**src/rtl/router_fsm.sv**
```systemverilog
// router_fsm: packet-sequencing controller for the 1x3 router.
// Walks each packet through header, payload, full-stall and parity phases and drives the datapath strobes.
`default_nettype none

module router_fsm (
  input  logic       clk,
  input  logic       resetn,
  input  logic       pkt_valid,
  input  logic [1:0] data_in,
  input  logic       fifo_full,
  input  logic       fifo_empty_0,
  input  logic       fifo_empty_1,
  input  logic       fifo_empty_2,
  input  logic       soft_reset_0,
  input  logic       soft_reset_1,
  input  logic       soft_reset_2,
  input  logic       parity_done,
  input  logic       low_pkt_valid,
  output logic       detect_add,
  output logic       lfd_state,
  output logic       ld_state,
  output logic       laf_state,
  output logic       full_state,
  output logic       write_enb_reg,
  output logic       rst_int_reg,
  output logic       busy,
  output logic       addr_err
);

  typedef enum logic [2:0] {
    DECODE_ADDRESS     = 3'd0,
    LOAD_FIRST_DATA    = 3'd1,
    LOAD_DATA          = 3'd2,
    FIFO_FULL_STATE    = 3'd3,
    LOAD_AFTER_FULL    = 3'd4,
    LOAD_PARITY        = 3'd5,
    CHECK_PARITY_ERROR = 3'd6,
    WAIT_TILL_EMPTY    = 3'd7
  } state_t;

  state_t     state, state_nxt;
  logic [1:0] addr_q;
  logic       drop_q;
  logic       sel_empty;
  logic       sel_sreset;
  logic       hdr_accept;
  logic       hdr_bad;
  logic       hdr_empty;

  always_comb begin
    sel_empty  = 1'b0;
    sel_sreset = 1'b0;
    case (addr_q)
      2'd0: begin sel_empty = fifo_empty_0; sel_sreset = soft_reset_0; end
      2'd1: begin sel_empty = fifo_empty_1; sel_sreset = soft_reset_1; end
      2'd2: begin sel_empty = fifo_empty_2; sel_sreset = soft_reset_2; end
      default: begin sel_empty = 1'b0; sel_sreset = 1'b0; end
    endcase
  end

  // A header is only decoded when not discarding the tail of an address-3 packet.
  assign hdr_accept = (state == DECODE_ADDRESS) && pkt_valid && !drop_q;
  assign hdr_bad    = hdr_accept && (data_in == 2'd3);

  always_comb begin
    hdr_empty = 1'b0;
    case (data_in)
      2'd0:    hdr_empty = fifo_empty_0;
      2'd1:    hdr_empty = fifo_empty_1;
      2'd2:    hdr_empty = fifo_empty_2;
      default: hdr_empty = 1'b0;
    endcase
  end

  always_comb begin
    state_nxt = state;
    if ((state != DECODE_ADDRESS) && sel_sreset) begin
      state_nxt = DECODE_ADDRESS;
    end else begin
      case (state)
        DECODE_ADDRESS: begin
          if (hdr_accept && !hdr_bad)
            state_nxt = hdr_empty ? LOAD_FIRST_DATA : WAIT_TILL_EMPTY;
        end
        LOAD_FIRST_DATA: state_nxt = LOAD_DATA;
        LOAD_DATA: begin
          if (fifo_full)       state_nxt = FIFO_FULL_STATE;
          else if (!pkt_valid) state_nxt = LOAD_PARITY;
        end
        FIFO_FULL_STATE: begin
          if (!fifo_full) state_nxt = LOAD_AFTER_FULL;
        end
        LOAD_AFTER_FULL: begin
          if (parity_done)        state_nxt = DECODE_ADDRESS;
          else if (low_pkt_valid) state_nxt = LOAD_PARITY;
          else                    state_nxt = LOAD_DATA;
        end
        LOAD_PARITY: state_nxt = CHECK_PARITY_ERROR;
        CHECK_PARITY_ERROR: state_nxt = fifo_full ? FIFO_FULL_STATE : DECODE_ADDRESS;
        WAIT_TILL_EMPTY: begin
          if (sel_empty) state_nxt = LOAD_FIRST_DATA;
        end
        default: state_nxt = DECODE_ADDRESS;
      endcase
    end
  end

  always_ff @(posedge clk or negedge resetn) begin
    if (!resetn) begin
      state    <= DECODE_ADDRESS;
      addr_q   <= 2'd0;
      drop_q   <= 1'b0;
      addr_err <= 1'b0;
    end else begin
      state    <= state_nxt;
      addr_err <= hdr_bad;
      if (hdr_accept)
        addr_q <= data_in;
      if (!pkt_valid)
        drop_q <= 1'b0;
      else if (hdr_bad)
        drop_q <= 1'b1;
    end
  end

  always_comb begin
    detect_add    = 1'b0;
    lfd_state     = 1'b0;
    ld_state      = 1'b0;
    laf_state     = 1'b0;
    full_state    = 1'b0;
    write_enb_reg = 1'b0;
    rst_int_reg   = 1'b0;
    busy          = 1'b0;
    case (state)
      DECODE_ADDRESS:     detect_add = 1'b1;
      LOAD_FIRST_DATA:    begin lfd_state = 1'b1; busy = 1'b1; end
      LOAD_DATA:          begin ld_state = 1'b1; write_enb_reg = 1'b1; end
      FIFO_FULL_STATE:    begin full_state = 1'b1; busy = 1'b1; end
      LOAD_AFTER_FULL:    begin laf_state = 1'b1; write_enb_reg = 1'b1; busy = 1'b1; end
      LOAD_PARITY:        begin write_enb_reg = 1'b1; busy = 1'b1; end
      CHECK_PARITY_ERROR: begin rst_int_reg = 1'b1; busy = 1'b1; end
      WAIT_TILL_EMPTY:    busy = 1'b1;
      default:            detect_add = 1'b0;
    endcase
  end

endmodule

`default_nettype wire

```
**config.mk**
```make
export PLATFORM = sky130hd
export DESIGN_NAME = router_fsm
export DESIGN_NICKNAME = d
export VERILOG_FILES = /design/src/rtl/router_fsm.sv
export SDC_FILE = /design/constraint.sdc
export NUM_CORES = 1
export LEC_CHECK = 0
export ABC_CLOCK_PERIOD_IN_PS = 3400
export CAP_MARGIN = 20
export CORE_AREA = 3 3 40 42
export CTS_CLUSTER_SIZE = 20
export DETAILED_ROUTE_END_ITERATION = 8
export DIE_AREA = 0 0 43 45
export PLACE_DENSITY = 0.76
export SETUP_SLACK_MARGIN = 0.15
export SYNTH_ARGS = -nofsm -noshare
export SYNTH_HDL_FRONTEND = slang
export SYNTH_SLANG_ARGS = --single-unit
```
**constraint.sdc**
```tcl
create_clock -name clk -period 3.4 [get_ports clk]
set_clock_uncertainty 0.15 [all_clocks]
set_input_delay 0.68 -clock clk [delete_from_list [all_inputs] [get_ports clk]]
set_output_delay 0.68 -clock clk [all_outputs]
set_load 0.005 [all_outputs]
```
==> reports/qor.txt <==
Outcome -> completed
Worst setup startpoint -> state[1]
Post-CTS Setup Inserts -> 0
Total Die Area -> 1940 µm²
Crit path max-delay family -> flip-flops
Clk Latency, worst-skew pair -> 0.24 ns
EDFF count, synth -> 0
Post-synth net total -> 77
Number of synthesized register bits -> 7
Worst setup SP type -> flip-flop
Fin. max-slew vios -> 0
Die H -> 45 µm
Drt drc -> 0
Grt total ovfl -> 0
Die X -> 43 µm
WP data required -> 2.57 ns
Hold wc startpoint -> drop_q
Final hold violations -> 0
CTS buffer count -> 3
Routed WL -> 1270 µm
Antenna-violating nets left -> 0
R2r startpoint -> state[1]
Initial antenna violation count -> 0
Fmax -> 0.368 GHz
Syn Inst Count -> 63
Multi-input logic area -> 368 µm²
Commonest non-fill, non-tap cell in the layout -> clkdlybuf4s50_1
Rows -> 13
DR iter-0 viols -> 8
Worst slew margin -> 0.735
Crit path DAT -> 1.89 ns
# diodes -> 0
Vias in the first global route -> 509
Core ar. -> 1280 µm²
Fin crit share -> 0.800
Main flop type after synthesis -> dfrtp_1
DR WL/cell -> 12.6 µm
Drt first pass iters -> 4
Commonest non-fill, non-tap cells in the layout -> clkdlybuf4s50_1 (22), dfrtp_1 (7), nor2_1 (5)
Port Buffers -> 22
# Max-Cap Violations -> 0
Clock Pin Slew Worst Setup and Hold Paths -> 0.05 ns
Cell Pwr Density -> 706 nW/µm²
Worst Hold Class -> flip-flop to flip-flop
Largest stage delay, worst path -> 0.58 ns
Root buffer selected by CTS -> clkbuf_4
CTS max path bufs -> 2
CTS-repair resized insts -> 0
Fin area -> 816 µm²
Max FO, Critical Path -> 13
Static leakage -> 0.000343 µW
Post-Syn Area -> 564 µm²
Num ports -> 23
Via density -> 5.38
Sequential fraction of the synthesis area -> 0.310
Final nets -> 101
WP buf/inv -> 1
Post-synthesis average cell area -> 8.96 µm²
Starting Density -> 0.439
Pin count of the biggest net entering global routing -> 14
Via count -> 543
Placed cell count -> 97
WS Path Type -> flip-flop to output pin
Final Critical Period -> 2.72 ns
Total GRT Usage -> 0.149
Fill cells -> 112
Actual slew at the worst max-slew pin -> 0.398 ns
Non-filler cells, final -> 101
Final TNS setup -> 0 ns
Slowest CP cell -> dfrtp_1
DPL Wire Length -> 1040 µm
CP cell instances -> or2b_2 -> o21ai_0 -> clkdlybuf4s50_1
Post-CTS Hold Buffers -> 0
Final setup fails -> 0
Post-DP Area -> 790 µm²
CTS tree -> yes
Number of distinct library cells after synthesis -> 30
Register area -> 175 µm²
CP Capture Type -> output pin
Async set-reset flop share out of synthesis -> 1.00
H-tree levels -> 1
RSZ-0062 raised after global routing -> false
Gpl congestion -> 0.741
Ratio of cells with drive above 1 in the final layout -> 0.116
Worst vdd ir -> 0.398 mV
Area growth from synthesis to layout -> 44.6%
Yosys warning count -> 0
# clock sinks -> 7
First-pass GRT wire length -> 2150 µm
==> worst reg2reg max path, delay by kind of cell (launching register included) <==
family	cells	cell delay (ns)
DFF	1	0.58
AOI/OAI and AO/OA	3	0.51
and+or+nand+nor	1	0.38
==> worst paths after layout <==
kind	end	slack (ns)	cells past startpoint
setup / recovery	write_enb_reg	0.68	3
hold / removal	drop_q	0.41	2
setup reg to reg	state[2]	1.67	4
min in group asynchronous	state[2]	0.53	1
max in group asynchronous	addr_q[0]	2.35	1
hold reg to reg	drop_q	0.41	2
==> stage by stage <==
stage / setup slack (ns) / hold slack, ns / power [µW] / util
after global routing: 0.559 / 0.432 / 629 / 0.635
after detailed placement: 0.960 / 0.397 / 505 / 0.614
after global placement: 0.975 / 0.375 / 501 / 0.614
final: 0.680 / 0.405 / 576 / 0.635
after floorplan: 1.54 / 0.234 / 374 / -
after CTS: 0.671 / 0.411 / 581 / 0.635
==> registers in the layout, indices dropped and copies added, names as in the netlist <==
signal	count
addr_q	2
drop_q	1
state	3
addr_err	1
==> layer usage <==
layer	up-vias	global-route usage	part of all wire
li1	274	-	-
met1	259	0.208	0.51
met2	8	0.213	0.45
met3	2	0.0279	0.031
met4	0	0.0904	0.012
met5	-	0	0
==> power breakdown <==
group | internal [µW] | switching (µW)
registers | 114 | 66.1
logic | 194 | 130
clock network | 44.6 | 27.3
==> cells by family after synthesis <==
logic type | count (synthesis) | share of synthesized area
muxes | 6 | 0.111
DFF | 7 | 0.310
and+or+nand+nor | 28 | 0.313
buffers and inverters | 5 | 0.0377
AOI/OAI and AO/OA | 17 | 0.228
==> synth_stat cells, types with 2 or more instances <==
library cell | count | share of area
dfrtp_1 | 7 | 0.31
nor2_1 | 5 | 0.033
mux2i_1 | 4 | 0.071
nand2_1 | 4 | 0.027
nand3b_1 | 4 | 0.053
nor2b_1 | 4 | 0.044
a21oi_1 | 3 | 0.027
o211ai_1 | 3 | 0.040
o21ai_0 | 3 | 0.027
and3_1 | 2 | 0.022
buf_2 | 2 | 0.018
inv_1 | 2 | 0.013
mux2_2 | 2 | 0.040
nand2b_1 | 2 | 0.022
==> cell type report <==
type                            count  area share
Multi-Input combinational cell     51       0.451
Timing Repair Buffer               22       0.270
Sequential cell                     7       0.215
Clock buffer                        4      0.0322
Tap cell                           15      0.0230
Inverter                            2     0.00920
Note: power is estimated with default switching activity, not from simulation.
